==> src/rtl/uvmt_cv32e40x_sl_trigger_match_mem_seq.sv <==
// Scans the memory operations of one retired instruction through a shared trigger evaluator.
// Optional feature macro: UVMT_SL_TRIG_SEQ_FULL_SCAN_EN (visit every operation, build per-op hit map).
//
// state | meaning
// IDLE  | waiting for start_i; results hold
// SCAN  | presenting op_sel_o to the evaluator, one operation per cycle
// DONE  | done_o pulse; results valid
module uvmt_cv32e40x_sl_trigger_match_mem_seq #(
   parameter int NUM_TRIGGERS   = 2,
   parameter int MAX_MEM_ACCESS = 13,
   parameter int OP_W           = $clog2(MAX_MEM_ACCESS + 1)
) (
   input  logic                      clk_i,
   input  logic                      rst_ni,
   input  logic                      start_i,
   input  logic [OP_W-1:0]           num_ops_i,
   input  logic                      flush_i,
   output logic [OP_W-1:0]           op_sel_o,
   input  logic [NUM_TRIGGERS-1:0]   op_match_i,
   output logic                      busy_o,
   output logic                      done_o,
   output logic [NUM_TRIGGERS-1:0]   match_o,
   output logic [OP_W-1:0]           match_op_o,
   output logic                      any_match_o,
   output logic                      clamp_o,
   output logic                      overrun_o,
   output logic [MAX_MEM_ACCESS-1:0] op_hit_map_o
);

   typedef enum logic [1:0] {
      IDLE = 2'd0,
      SCAN = 2'd1,
      DONE = 2'd2
   } state_t;

   state_t                  state_q, state_d;
   logic [OP_W-1:0]         idx_q, idx_d;
   logic [OP_W-1:0]         n_q, n_d;
   logic [OP_W-1:0]         match_op_q, match_op_d;
   logic [NUM_TRIGGERS-1:0] match_q, match_d;
   logic                    clamp_q, clamp_d;
   logic                    overrun_q, overrun_d;
   logic                    over_max;
   logic [OP_W-1:0]         n_clamped;
   logic                    hit;
   logic                    last_op;
   logic                    flush_now;

   always_comb begin
      over_max   = num_ops_i > OP_W'(MAX_MEM_ACCESS);
      n_clamped  = over_max ? OP_W'(MAX_MEM_ACCESS) : num_ops_i;
      hit        = |op_match_i;
      last_op    = idx_q == (n_q - OP_W'(1));
      flush_now  = flush_i && (state_q != IDLE);

      state_d    = state_q;
      idx_d      = idx_q;
      n_d        = n_q;
      match_d    = match_q;
      match_op_d = match_op_q;
      clamp_d    = 1'b0;
      overrun_d  = start_i && (state_q != IDLE);

      case (state_q)
         IDLE: begin
            if (start_i) begin
               n_d        = n_clamped;
               clamp_d    = over_max;
               match_d    = '0;
               match_op_d = '0;
               idx_d      = '0;
               state_d    = (n_clamped != '0) ? SCAN : DONE;
            end
         end
         SCAN: begin
`ifdef UVMT_SL_TRIG_SEQ_FULL_SCAN_EN
            // Later hits are recorded in the map only; the first hit stays latched.
            if (hit && !(|match_q)) begin
               match_d    = op_match_i;
               match_op_d = idx_q;
            end
            if (last_op) begin
               state_d = DONE;
               idx_d   = '0;
            end else begin
               idx_d = idx_q + OP_W'(1);
            end
`else
            if (hit) begin
               match_d    = op_match_i;
               match_op_d = idx_q;
               state_d    = DONE;
               idx_d      = '0;
            end else if (last_op) begin
               state_d = DONE;
               idx_d   = '0;
            end else begin
               idx_d = idx_q + OP_W'(1);
            end
`endif
         end
         DONE: begin
            state_d = IDLE;
         end
         default: begin
            state_d = IDLE;
            idx_d   = '0;
         end
      endcase

      if (flush_now) begin
         state_d    = IDLE;
         idx_d      = '0;
         match_d    = '0;
         match_op_d = '0;
      end
   end

   always_ff @(posedge clk_i or negedge rst_ni) begin
      if (!rst_ni) begin
         state_q    <= IDLE;
         idx_q      <= '0;
         n_q        <= '0;
         match_q    <= '0;
         match_op_q <= '0;
         clamp_q    <= 1'b0;
         overrun_q  <= 1'b0;
      end else begin
         state_q    <= state_d;
         idx_q      <= idx_d;
         n_q        <= n_d;
         match_q    <= match_d;
         match_op_q <= match_op_d;
         clamp_q    <= clamp_d;
         overrun_q  <= overrun_d;
      end
   end

`ifdef UVMT_SL_TRIG_SEQ_FULL_SCAN_EN
   logic [MAX_MEM_ACCESS-1:0] map_q, map_d;

   always_comb begin
      map_d = map_q;
      if (flush_now || (state_q == IDLE && start_i)) begin
         map_d = '0;
      end else if (state_q == SCAN) begin
         for (int k = 0; k < MAX_MEM_ACCESS; k++) begin
            if (hit && idx_q == OP_W'(k)) begin
               map_d[k] = 1'b1;
            end
         end
      end
   end

   always_ff @(posedge clk_i or negedge rst_ni) begin
      if (!rst_ni) begin
         map_q <= '0;
      end else begin
         map_q <= map_d;
      end
   end

   assign op_hit_map_o = map_q;
`else
   assign op_hit_map_o = '0;
`endif

   // idx_q is forced to zero on every exit from SCAN, so it can drive op_sel_o directly.
   assign op_sel_o    = idx_q;
   assign busy_o      = state_q != IDLE;
   assign done_o      = state_q == DONE;
   assign match_o     = match_q;
   assign match_op_o  = match_op_q;
   assign any_match_o = |match_q;
   assign clamp_o     = clamp_q;
   assign overrun_o   = overrun_q;

endmodule

==> config.mk <==
export PLATFORM = sky130hd
export DESIGN_NAME = uvmt_cv32e40x_sl_trigger_match_mem_seq
export DESIGN_NICKNAME = d
export VERILOG_FILES = /design/src/rtl/uvmt_cv32e40x_sl_trigger_match_mem_seq.sv
export SDC_FILE = /design/constraint.sdc
export NUM_CORES = 1
export LEC_CHECK = 0
export ABC_AREA = 1
export CORE_AREA = 3 3 56 58
export CTS_BUF_LIST = sky130_fd_sc_hd__clkbuf_4
export DETAILED_ROUTE_END_ITERATION = 8
export DIE_AREA = 0 0 59 61
export HOLD_SLACK_MARGIN = 0.1
export MAX_ROUTING_LAYER = met4
export PLACE_DENSITY = 0.76
export SLEW_MARGIN = 10
export SYNTH_ARGS = -nofsm -noshare
export SYNTH_HDL_FRONTEND = slang
export SYNTH_SLANG_ARGS = --single-unit
==> constraint.sdc <==
create_clock -name clk_i -period 1.46 [get_ports clk_i]
set_input_delay 0.292 -clock clk_i [delete_from_list [all_inputs] [get_ports clk_i]]
set_output_delay 0.292 -clock clk_i [all_outputs]
set_load 0.005 [all_outputs]
==> run metrics <==
register area=450 sq um; largest family of logic cells by synthesized area=simple AND/OR/NAND/NOR gates; Total GRT Usage=14.4%; drc violations=0; Synth Area in Compound Gates=a little over a tenth; num ports=38; post-synthesis mux area share=0%; violated checks=negative setup slack; Cell Area, Synth=~1100 sq um; FP Rows=19; worst skew pair latency=roughly 0.3 ns; gpl congestion=just over 0.8; commonest cells after routing, fill and taps aside=nand2_1 (38), buf_4 (19), dfrtp_1 (18); Yosys cell types=24; Final ANT Viol Nets=0; Worst path slowest cell=dfrtp_1; clock skew=roughly 0.0045 ns; antenna violations before repair=0; drt pass-1 iters=4; footprint of the multi-input gates=between 600 and 700 sq um; adder and majority gate portion of the synthesized area=under 10%; maxcap violations=0; Tmin final=1.48 ns; worst endpoint required time=around 1.7 ns; diode count=0; setup TNS=-0.0160 ns; CTS clock-pin slew for the worst setup and hold paths=between 0.1 and 0.15 ns; VDD IR max=~1.1 mV; Crit Path Max Fanout=5; PnR worst setup slack=-0.0160 ns; Area Growth Syn to Fin=43.9%; nets=210; fin. max-slew vios=0; Detailed Route WL=between 2 and 3 mm; Routed wire per std cell=~12 um; Syn Area/Cell=a little under 8 sq um; final count of negative-setup-slack endpoints=1; Buf+Inv Stages, Crit Path=2; largest net degree at the start of global routing=19; PortBufs=24; sequential fraction of the synthesis area=39.7%; cell family with most CP delay=simple AND/OR/NAND/NOR gates; CP endpoint kind=flip-flop; clk buf depth=2; cts bufs inserted=3; fin cells=about 230; grt total ovfl=0; Hold-fix buffers, CTS=0; CTS tree=built; status=complete, but fails checks; fmax=between 600 and 700 MHz; total clock sinks=18; die area=3600 sq um; layout cell share with drive strength beyond 1=roughly 30%; Max stage delay on crit path=roughly 0.41 ns; leading cell type in the layout, fill and taps excluded=nand2_1; Hold Crit Class=in2async; YS warnings=0; simple-gate share of the synthesized area=31.6%; H-tree levels=1; die width=59 um; wire length of the first global-routing pass=around 3.8 mm; CORE AREA=~2700 sq um; Worst Setup Path Type=reg2reg; vias in the first global route=~890; XOR/XNOR Fraction of Synth Area=0%; via count=around 1100; pwr/cell area=between 1500 and 2000 nW/um^2; die span in y=a little over 60 um; Syn Inst Count=approximately 150; CP Data Arrival Time=about 1.7 ns; root buffer cell=clkbuf_4; DR iter-0 viols=32; Startpoint Class=flip-flop; part of the cycle the worst path needs=101%; hpwl dp=around 1.8 mm; Inst Count DP=about 210; leak pwr=0.000923 uW; Seq cells post-synth=18; number of fill cells=between 200 and 250; Final Hold Vio Count=0; Initial Util=41.8%; CP Cell Sequence=inv_2, ha_4, nand2_2, inv_2, nor2_2, nand2_1, nor2_1, nand2_2, nand2_4, nand2_1, nor2_1; unrepaired setup endpoints after global routing=yes; vias per cell=4.72
[cells in the mapped netlist]
cell type  count  share of area, %
nand2_1       40                13
dfrtp_1       18                40
inv_1         16               5.3
nor2_1        14               4.6
buf_4         13               8.6
nand3_1        7               3.1
o21ai_1        6               2.6
nand2_2        5               2.8
o21ai_0        5               2.2
inv_2          3              0.99
a21oi_1        2              0.88
a21oi_2        2               1.5
ha_1           2               2.2
nand2_4        2               2.0
nor2_2         2               1.1
nor2_4         2               2.0
conb_1         1              0.33
inv_4          1              0.55
nor2_8         1               1.8
nor3_1         1              0.44
o21ai_4        1               1.4
o221ai_2       1               1.3
o31ai_1        1              0.66
or2_2          1              0.55
[kinds of logic (layout without fill, tap and decap cells)]
| family | Yosys count | count (layout) |
|---|---|---|
| AND/OR/NAND/NOR | 75 | 75 |
| AO/OA/AOI/OAI | 18 | 19 |
| flip-flops | 18 | 18 |
| other | 1 | 13 |
| adder cells (fa/ha/maj) | 2 | 2 |
| buffers and inverters | 33 | 69 |
[cell type report]
class	count	share of cell area [%]
flip-flops and latches	18	27.6
repair buffers	46	24.9
inverters	20	4.91
clock buffers	3	1.38
well taps	31	2.38
multi-input cells	109	38.8
[worst paths after layout]
path | start | to | slack (ns) | depth (start not counted)
setup / recovery | n_q[0] | state_q[1] | -0.02 | 11
hold / removal | rst_ni | match_o[1] | 0.32 | 2
setup reg to reg | n_q[0] | state_q[1] | -0.02 | 11
hold reg to reg | match_o[0] | match_o[0] | 0.52 | 2
max in group asynchronous | rst_ni | clamp_o | 0.94 | 2
min in group clk_i | match_o[0] | match_o[0] | 0.52 | 2
[power breakdown]
part / internal, uW / switching (uW) / total, uW
registers: 641 / 85.5 / 726
logic: 834 / 972 / 1810
clock network: 96.2 / 164 / 260
total: 1570 / 1220 / 2790
[timing repair]
action | CTS | global route
gates resized for setup | 16 | 25
endpoints found under the setup margin | 14 | 20
cloned | 0 | 1
pin swaps | 9 | 10
setup buffers | 10 | 4
[registers in the layout, indices dropped and copies added (netlist names)]
signal / cells
match_op_o: 4
state_q: 2
op_sel_o: 4
clamp_o: 1
n_q: 4
match_o: 2
overrun_o: 1
[worst reg2reg max path, stage by stage (launching register included)]
cell,delay (ns)
dfrtp_1,0.41
inv_2,0.09
ha_4,0.21
nand2_2,0.05
inv_2,0.03
nor2_2,0.06
nand2_1,0.05
nor2_1,0.13
nand2_2,0.10
nand2_4,0.12
nand2_1,0.06
nor2_1,0.10
[layer usage]
layer	up-vias	track usage (%)	wire length [um]
met5	-	-	0
met4	0	5.83	53
met3	8	2.13	155
met2	30	23.3	1320
met1	500	18.0	1110
li1	533	-	-
[per-stage QoR]
step | util [%] | total power (uW) | hold slack, ns | worst slack [ns] | cell area (sq um)
6_report | 60.2 | 2790 | 0.318 | -0.0160 | 1630
5_1_grt | 60.2 | 3010 | 0.339 | -0.106 | 1630
4_1_cts | 56.4 | 2540 | 0.326 | -0.0235 | 1530
3_5_place_dp | 52.4 | 2160 | 0.478 | -0.125 | 1420
3_3_place_gp | 52.4 | 2110 | 0.471 | -0.0816 | 1420
2_1_floorplan | - | 1620 | -0.00359 | 0.0995 | 1180
(Power assumes the default switching activity.)
